$ cat src/rtl/serial_adder.sv
// Bit-serial N-bit adder: LSB first, one bit per clock, registered carry, valid/ready on both sides.
// Optional SERIAL_ADDER_SUB_MODE_EN adds a 'sub' input that turns each bit into a full subtractor.
module serial_adder #(
  parameter int WIDTH = 8
) (
  input  logic             clk,
  input  logic             rst,
  input  logic             in_valid,
  output logic             in_ready,
  input  logic [WIDTH-1:0] a,
  input  logic [WIDTH-1:0] b,
  input  logic             cin,
`ifdef SERIAL_ADDER_SUB_MODE_EN
  input  logic             sub,
`endif
  output logic             out_valid,
  input  logic             out_ready,
  output logic [WIDTH-1:0] sum,
  output logic             cout,
  output logic             busy
);

  localparam int CNT_W = (WIDTH > 1) ? $clog2(WIDTH) : 1;
  localparam logic [CNT_W-1:0] CNT_LAST = CNT_W'(WIDTH - 1);

  typedef enum logic [1:0] {
    IDLE = 2'd0,
    RUN  = 2'd1,
    DONE = 2'd2
  } state_e;

  state_e           state_q, state_d;
  logic [WIDTH-1:0] a_sh_q, a_sh_d;
  logic [WIDTH-1:0] b_sh_q, b_sh_d;
  logic [WIDTH-1:0] sum_q, sum_d;
  logic             carry_q, carry_d;
  logic             cout_q, cout_d;
  logic [CNT_W-1:0] cnt_q, cnt_d;
`ifdef SERIAL_ADDER_SUB_MODE_EN
  logic             sub_q, sub_d;
`endif

  logic bit_a, bit_b, bit_s, bit_c;
  logic last_bit;

  // NOTE: non-blocking assignments here so every flop samples the pre-edge value of every other flop.
  always_ff @(posedge clk or posedge rst) begin
    if (rst) begin
      state_q <= IDLE;
    end else begin
      state_q <= state_d;
    end
  end

  // NOTE: shift registers are reset too, so an aborted transaction leaves no stale bits visible on sum.
  always_ff @(posedge clk or posedge rst) begin
    if (rst) begin
      a_sh_q  <= '0;
      b_sh_q  <= '0;
      sum_q   <= '0;
      carry_q <= 1'b0;
      cout_q  <= 1'b0;
      cnt_q   <= '0;
`ifdef SERIAL_ADDER_SUB_MODE_EN
      sub_q   <= 1'b0;
`endif
    end else begin
      a_sh_q  <= a_sh_d;
      b_sh_q  <= b_sh_d;
      sum_q   <= sum_d;
      carry_q <= carry_d;
      cout_q  <= cout_d;
      cnt_q   <= cnt_d;
`ifdef SERIAL_ADDER_SUB_MODE_EN
      sub_q   <= sub_d;
`endif
    end
  end

  assign last_bit = (cnt_q == CNT_LAST);

  // One-bit cell: full adder, or full subtractor when sub mode was captured.
  always_comb begin
    bit_a = a_sh_q[0];
    bit_b = b_sh_q[0];
    bit_s = bit_a ^ bit_b ^ carry_q;
`ifdef SERIAL_ADDER_SUB_MODE_EN
    if (sub_q) begin
      bit_c = (~bit_a & bit_b) | (~bit_a & carry_q) | (bit_b & carry_q);
    end else begin
      bit_c = (bit_a & bit_b) | (bit_a & carry_q) | (bit_b & carry_q);
    end
`else
    bit_c = (bit_a & bit_b) | (bit_a & carry_q) | (bit_b & carry_q);
`endif
  end

  // NOTE: every combinational output gets a default first so no path can infer a latch.
  always_comb begin
    state_d = state_q;
    case (state_q)
      IDLE:    if (in_valid)  state_d = RUN;
      RUN:     if (last_bit)  state_d = DONE;
      DONE:    if (out_ready) state_d = IDLE;
      default:                state_d = IDLE;
    endcase
  end

  always_comb begin
    a_sh_d  = a_sh_q;
    b_sh_d  = b_sh_q;
    sum_d   = sum_q;
    carry_d = carry_q;
    cout_d  = cout_q;
    cnt_d   = cnt_q;
`ifdef SERIAL_ADDER_SUB_MODE_EN
    sub_d   = sub_q;
`endif
    case (state_q)
      IDLE: begin
        if (in_valid) begin
          a_sh_d  = a;
          b_sh_d  = b;
          carry_d = cin;
          cnt_d   = '0;
`ifdef SERIAL_ADDER_SUB_MODE_EN
          sub_d   = sub;
`endif
        end
      end
      RUN: begin
        a_sh_d  = a_sh_q >> 1;
        b_sh_d  = b_sh_q >> 1;
        sum_d   = {bit_s, sum_q[WIDTH-1:1]};
        carry_d = bit_c;
        cnt_d   = cnt_q + 1'b1;
        if (last_bit) cout_d = bit_c;
      end
      default: ;
    endcase
  end

  // Handshake outputs are pure state decodes; no input reaches an output combinationally.
  always_comb begin
    in_ready  = (state_q == IDLE);
    out_valid = (state_q == DONE);
    busy      = (state_q == RUN) || (state_q == DONE);
    sum       = sum_q;
    cout      = cout_q;
  end

endmodule

$ cat config.mk
export PLATFORM = sky130hd
export DESIGN_NAME = serial_adder
export DESIGN_NICKNAME = d
export VERILOG_FILES = /design/src/rtl/serial_adder.sv
export SDC_FILE = /design/constraint.sdc
export NUM_CORES = 1
export LEC_CHECK = 0
export CORE_MARGIN = 2
export CORE_UTILIZATION = 45
export DETAILED_ROUTE_END_ITERATION = 6
export PLACE_DENSITY = 0.73
export SYNTH_ARGS = -nofsm -noshare
export SYNTH_HDL_FRONTEND = slang
export SYNTH_SLANG_ARGS = --single-unit
$ cat constraint.sdc
create_clock -name clk -period 2.1 [get_ports clk]
set_input_delay 0.63 -clock clk [delete_from_list [all_inputs] [get_ports clk]]
set_output_delay 0.63 -clock clk [all_outputs]
set_load 0.05 [all_outputs]
==> impl_results.md, run 1 <==
- Clock buffer depth: 2
- Endpoints failing setup: 0
- Synthesized area: 1460 sq um
- Yosys reg bits: 31
- Die ar.: 3710 sq um
- Net Count, Synth: 150
- Cell Count, Final, Fillers Out: approximately 200
- Routability-driven placement congestion ratio: 0.791
- Arr. time, crit path: 1.28 ns
- Max_cap viols: 0
- Fillers: 271
- Resized Gates After CTS: 0
- Antenna Violating Nets Remaining: 0
- Vias after detailed routing: between 900 and 1000
- Total GRT Usage: 16.5%
- Setup tns final: 0 ns
- Area added between synthesis and finish: 28.8%
- Fmax: 523 MHz
- Static leakage: 0.866 nW
- Clock transition at the registers of the reported paths: 0.09 ns
- First-pass DRT Iterations: 3
- CTS root buffer: clkbuf_4
- Multi-input logic area: 599 sq um
- Max Slew Vio Count: 0
- Remaining Overflow, GRT: 0
- Final worst-path cycle share: between 90 and 100%
- Min-Delay Path Depth: 2
- Via/cell ratio: ~4.9
- Crit Path Class: reg2out
- GR Layer Usage met3: 6.40%
- Inserted Diodes: 0
- Drt first-iter violations: 26
- Die width: about 61 um
- Fin crit period: 1.91 ns
- CTS tree: done
- Cells after synthesis: 123
- Peak fanout along the critical path: 8
- Ys Warns: 0
- Grt met2 use: 28.9%
- Io pins: 33
- Register area share after synthesis: 53.2%
- Register area: a little under 800 sq um
- Post-detailed-route DRC marker count: 0
- R2r setup slk: around 0.50 ns
- First-pass GRT wire length: 4.40 mm
- RSZ-0062 raised after global routing: false
- Number of buffers created by CTS: 5
- CP Launch Type: register
- Most used routing layer: met2
- Reg2Reg Depth: 4
- Skew final: 0.00582 ns
- Cell variety after synth: 19
- Worst-Margin Slew: 0.387 ns
- Post-CTS setup buffer count: 0
- Overall die height: 60.9 um
- Most frequent cells in the layout: dfrtp_1 (31), clkdlybuf4s50_1 (20), nand2_1 (18)
- Final-report hold violation count: 0
- CTS sink cnt: 31
- Initial antenna violation count: 0
- PwrDens: ~1600 nW/um^2
- Finished Cell Area: 1880 sq um
- Worst hold margin: slightly below 0.5 ns
- Final wirelength: 2.51 mm
- Commonest non-fill, non-tap cell in the layout: dfrtp_1
- Placed instance area: 1820 sq um
- Port bufs: 32
- Clk Latency, worst-skew pair: 0.32 ns
- CTS Hold Bufs: 0
- WP data required: 1.47 ns
- H-tree level count: 2
- Dpl hpwl: 1.82 mm
- Largest net degree at the start of global routing: 34
- Fin nets: 186
- Number of global-route vias before repair: around 1000
- Average footprint of a synthesized cell: between 10 and 15 sq um
- Setup crit end kind: output port
- Site Rows: 20
- Worst VDD drop: 1.09 mV
- Starting Density: a little under half
- Core box area: 3080 sq um
- Max-Slew Margin vs Limit: 74.2%
- Drt wl/cell: around 12 um
- Dpl cells: roughly 200
- Fraction of layout cells with a size suffix above 1: about 22%
- Met1 usage: between 15 and 20%
- Hold Crit Class: reg2reg
- Status: finished, final reports clean
-- routing by layer --
layer	routed length (um)	vias up	share of wire, %
li1	-	495	-
met1	1070	463	43
met2	1270	23	51
met3	133	5	5.3
met4	33	0	1.3
met5	0	-	0
-- cell usage after synthesis --
library cell	number	share of area (%)
o211ai_1	1	0.51
clkbuf_4	1	0.51
fa_1	1	1.4
mux2i_1	15	10
a32o_1	2	1.4
a31oi_1	2	0.86
ha_1	5	4.3
o21ai_1	6	2.1
o2bb2ai_1	2	1.2
inv_1	6	1.5
buf_4	3	1.5
nand3_1	2	0.69
mux2_2	10	7.7
nand2_1	18	4.6
mux2i_2	1	0.94
o21ai_0	12	4.1
buf_6	3	2.3
dfrtp_1	31	53
nand2b_1	2	0.86
-- logic make-up (layout without fill, tap and decap cells) --
logic type / after synthesis / after routing / synth area share, %
compound gates: 25 / 25 / 10.1
fa+ha+maj: 6 / 6 / 5.66
buf+inv: 13 / 49 / 5.92
flops: 31 / 31 / 53.2
mux: 26 / 26 / 19.0
simple gates: 22 / 22 / 6.17
-- area by class of cell --
cell class / instances / share of cell area, %
sequential: 31 / 41.3
multi-input combinational: 79 / 31.9
timing repair buffer: 36 / 19.7
tap: 44 / 2.93
clock buffer: 6 / 2.73
inverter: 6 / 1.20
clock inverter: 1 / 0.266
-- critical path, stage by stage (launching register included) --
cell and delay, ns:
dfrtp_1 0.42, inv_1 0.10, ha_2 0.29, buf_12 0.16
-- state kept, by name, summed over array words and instances (netlist names) --
| signal | flops |
|---|---|
| state_q | 2 |
| cnt_q | 3 |
| cout | 1 |
| b_sh_q | 8 |
| a_sh_q | 8 |
| sum | 8 |
| carry_q | 1 |
-- where the power goes --
group	total, mW	switching (mW)	leakage [nW]	internal [mW]
clock network	0.337	0.182	0.0341	0.155
registers	1.05	0.166	0.387	0.880
logic	1.71	0.964	0.445	0.748
total	3.10	1.31	0.866	1.78
-- worst paths after layout --
path / start / to
worst max-delay path: state_q[1] / in_ready
worst min-delay path: b_sh_q[1] / b_sh_q[1]
worst max register to register: state_q[1] / sum[5]
worst min register to register: b_sh_q[1] / b_sh_q[1]
max in group asynchronous: rst / cnt_q[2]
min in group asynchronous: rst / sum[4]
-- per-stage QoR --
stage | setup slack (ns) | power, mW | utilization, %
2_1_floorplan | 0.246 | 2.35 | -
3_3_place_gp | 0.255 | 2.73 | 59.1
3_5_place_dp | 0.196 | 2.80 | 59.1
4_1_cts | 0.0816 | 3.14 | 61.0
5_1_grt | 0.0818 | 3.34 | 61.1
6_report | 0.187 | 3.10 | 61.1
(Power assumes the default switching activity.)
==> run 2, diff against run 1 <==
--- a/config.mk
+++ b/config.mk
@@ -5,7 +5,6 @@
 export SDC_FILE = /design/constraint.sdc
 export NUM_CORES = 1
 export LEC_CHECK = 0
-export CORE_MARGIN = 2
 export CORE_UTILIZATION = 45
 export DETAILED_ROUTE_END_ITERATION = 6
 export PLACE_DENSITY = 0.73
==> run 2 against run 1 <==
Compared with the run above: fmax shrank 0.87%; first-iteration DRC count shrank 23%; routed wire length shrank 1.6%; setup slack lost 0.017 ns; critical path depth is the same; sequential power is essentially flat; cell count grew 0.49%; clock power grew 14%; combinational power is essentially flat; sequential share of layout area shrank 0.27 points.
==> impl_results.md, run 2 (synthesized netlist as in run 1, its figures left out) <==
- Status: finished, final reports clean
- First-pass GRT wire length: 4.33 mm (-1.4%)
- Max Slew Vio Count: 0 (unchanged)
- Dpl cells: 196 (unchanged)
- Clock transition at the registers of the reported paths: 0.09 ns (about the same)
- Fraction of layout cells with a size suffix above 1: 21.9% (-0.14 points)
- Clk pwr share: 12.2% (+1.3 points)
- Crit path cell chain: inv_1 > ha_2 > buf_12
- Fmax: 518 MHz (-0.87%)
- Fillers: 259 (-4.4%)
- First-pass DRT Iterations: 4 (+1)
- WP data required: 1.47 ns (about the same)
- Total GRT Usage: 17.2% (+0.78 points)
- Final wirelength: 2.47 mm (-1.6%)
- Most frequent cells in the layout: dfrtp_1 (31), clkdlybuf4s50_1 (20), nand2_1 (18)
- Hold Crit Class: reg2reg
- Finished Cell Area: 1890 sq um (+0.67%)
- Setup tns final: 0 ns (unchanged)
- Number of buffers created by CTS: 5 (unchanged)
- CP max stage delay: 0.42 ns (about the same)
- R2r setup slk: 0.49 ns (about the same)
- Dpl hpwl: 1.79 mm (-1.3%)
- Post-detailed-route DRC marker count: 0 (unchanged)
- Fin crit period: 1.93 ns (+0.0167 ns)
- Reg power frac: 33.3% (-0.5 points)
- Area added between synthesis and finish: 29.7%
- Endpoints failing setup: 0 (unchanged)
- Site Rows: 20 (unchanged)
- Drt wl/cell: 12.1 um (-2.1%)
- Worst r2r dst: sum[0]
- CP max-delay cell: dfrtp_1
- Inserted Diodes: 0 (unchanged)
- Die width: 58.9 um (-3.3%)
- Cell Count, Final, Fillers Out: 204 (+0.49%)
- PwrDens: 1660 nW/um^2 (+1.0%)
- Commonest non-fill, non-tap cell in the layout: dfrtp_1
- Final worst-path cycle share: 91.9% (+0.80 points)
- HP Start: a_sh_q[6]
- Via/cell ratio: 4.91 (+1.1%)
- H-tree level count: 2 (unchanged)
- Arr. time, crit path: 1.30 ns (+0.02 ns)
- CP Launch Type: register
- Remaining Overflow, GRT: 0 (unchanged)
- CTS sink cnt: 31 (unchanged)
- Starting Density: 47.8% (+0.39 points)
- Final-report hold violation count: 0 (unchanged)
- Resized Gates After CTS: 0 (unchanged)
- Placed instance area: 1820 sq um (unchanged)
- Number of global-route vias before repair: 1029 (-1.5%)
- Skew final: 0.00592 ns (+0.0000970 ns)
- Switching share of power: 42.0% (-0.40 points)
- RSZ-0062 raised after global routing: false
- Worst-Margin Slew: 0.389 ns (+0.00148 ns)
- Switch Pwr: 1.32 mW (+0.76%)
- Peak fanout along the critical path: 8 (unchanged)
- Min-Delay Path Depth: 2 (unchanged)
- Largest net degree at the start of global routing: 34 (unchanged)
- Fin nets: 186 (unchanged)
- Worst r2r src: state_q[1]
- Static leakage: 0.871 nW (+0.52%)
- Max_cap viols: 0 (unchanged)
- Antenna Violating Nets Remaining: 0 (unchanged)
- Reg2Reg Depth: 4 (unchanged)
- Post-CTS setup buffer count: 0 (unchanged)
- Part of the power in combinational logic: 54.6% (-0.7 points)
- Crit Path Class: reg2out
- Core box area: 3050 sq um (-0.81%)
- WHS Endpoint: a_sh_q[6]
- Overall die height: 58.9 um (-3.3%)
- Routability-driven placement congestion ratio: 0.743 (-6.1%)
- Die ar.: 3470 sq um (-6.5%)
- Setup crit end kind: output port
- CTS Hold Bufs: 0 (unchanged)
- Clk Latency, worst-skew pair: 0.31 ns (about the same)
- Io pins: 33 (unchanged)
- Port bufs: 32 (unchanged)
- CTS root buffer: clkbuf_4
- Worst VDD drop: 1.11 mV (+1.4%)
- Initial antenna violation count: 0 (unchanged)
- Int Power: 1.83 mW (+2.4%)
- Clock buffer depth: 2 (unchanged)
- Max-Slew Margin vs Limit: 74.1% (-0.098 points)
- Drt first-iter violations: 20 (-23%)
- Vias after detailed routing: 1002 (+1.6%)
- CTS tree: done
## run 2: worst max path at each step
| stage | cells past startpoint | endpoint | startpoint |
|---|---|---|---|
| 6_report | 3 | in_ready | state_q[0] |
| 4_1_cts | 3 | in_ready | state_q[0] |
| 3_5_place_dp | 4 | state_q[0] | in_valid |
| 2_1_floorplan | 6 | state_q[0] | state_q[0] |
| 5_1_grt | 3 | in_ready | state_q[0] |
| 3_3_place_gp | 4 | state_q[0] | in_valid |
## run 2: worst max-delay path: cells and delay by family, from the launching register on
kind                     cells  cell delay, ns
adder cells (fa/ha/maj)      1            0.30
flip-flops                   1            0.42
buffers and inverters        2            0.27
## run 2: metrics by stage
| stage | total power, mW | utilization, % | hold slack [ns] | setup WS, ns |
|---|---|---|---|---|
| floorplan | 2.35 | - | 0.449 | 0.246 |
| global placement | 2.73 | 59.6 | 0.464 | 0.256 |
| detailed placement | 2.80 | 59.6 | 0.470 | 0.191 |
| CTS | 3.19 | 61.9 | 0.491 | 0.0661 |
| global route | 3.38 | 62.0 | 0.528 | 0.0919 |
| finish | 3.15 | 62.0 | 0.487 | 0.170 |
## run 2: cell type report
cell class / instances / area, sq um / area share (%)
inverter: 6 / 22.5 / 1.19
multi-input combinational: 79 / 599 / 31.7
tap: 44 / 55.1 / 2.91
sequential: 31 / 776 / 41.0
timing repair buffer: 36 / 370 / 19.6
clock buffer: 8 / 68.8 / 3.64
## run 2: power groups by stage
stage / combinational (mW) / sequential [mW] / clock, mW
5_1_grt: 1.87 / 1.09 / 0.426
6_report: 1.72 / 1.05 / 0.383
3_3_place_gp: 1.69 / 1.04 / 0
4_1_cts: 1.74 / 1.05 / 0.398
3_5_place_dp: 1.73 / 1.07 / 0
2_1_floorplan: 1.03 / 1.32 / 0
## run 2: layer usage
| layer | routed length (um) | up-vias | GRT usage, % |
|---|---|---|---|
| li1 | - | 499 | - |
| met4 | 39 | 0 | 7.48 |
| met3 | 155 | 6 | 7.25 |
| met2 | 1180 | 25 | 28.4 |
| met5 | 0 | - | 0 |
| met1 | 1090 | 472 | 19.6 |
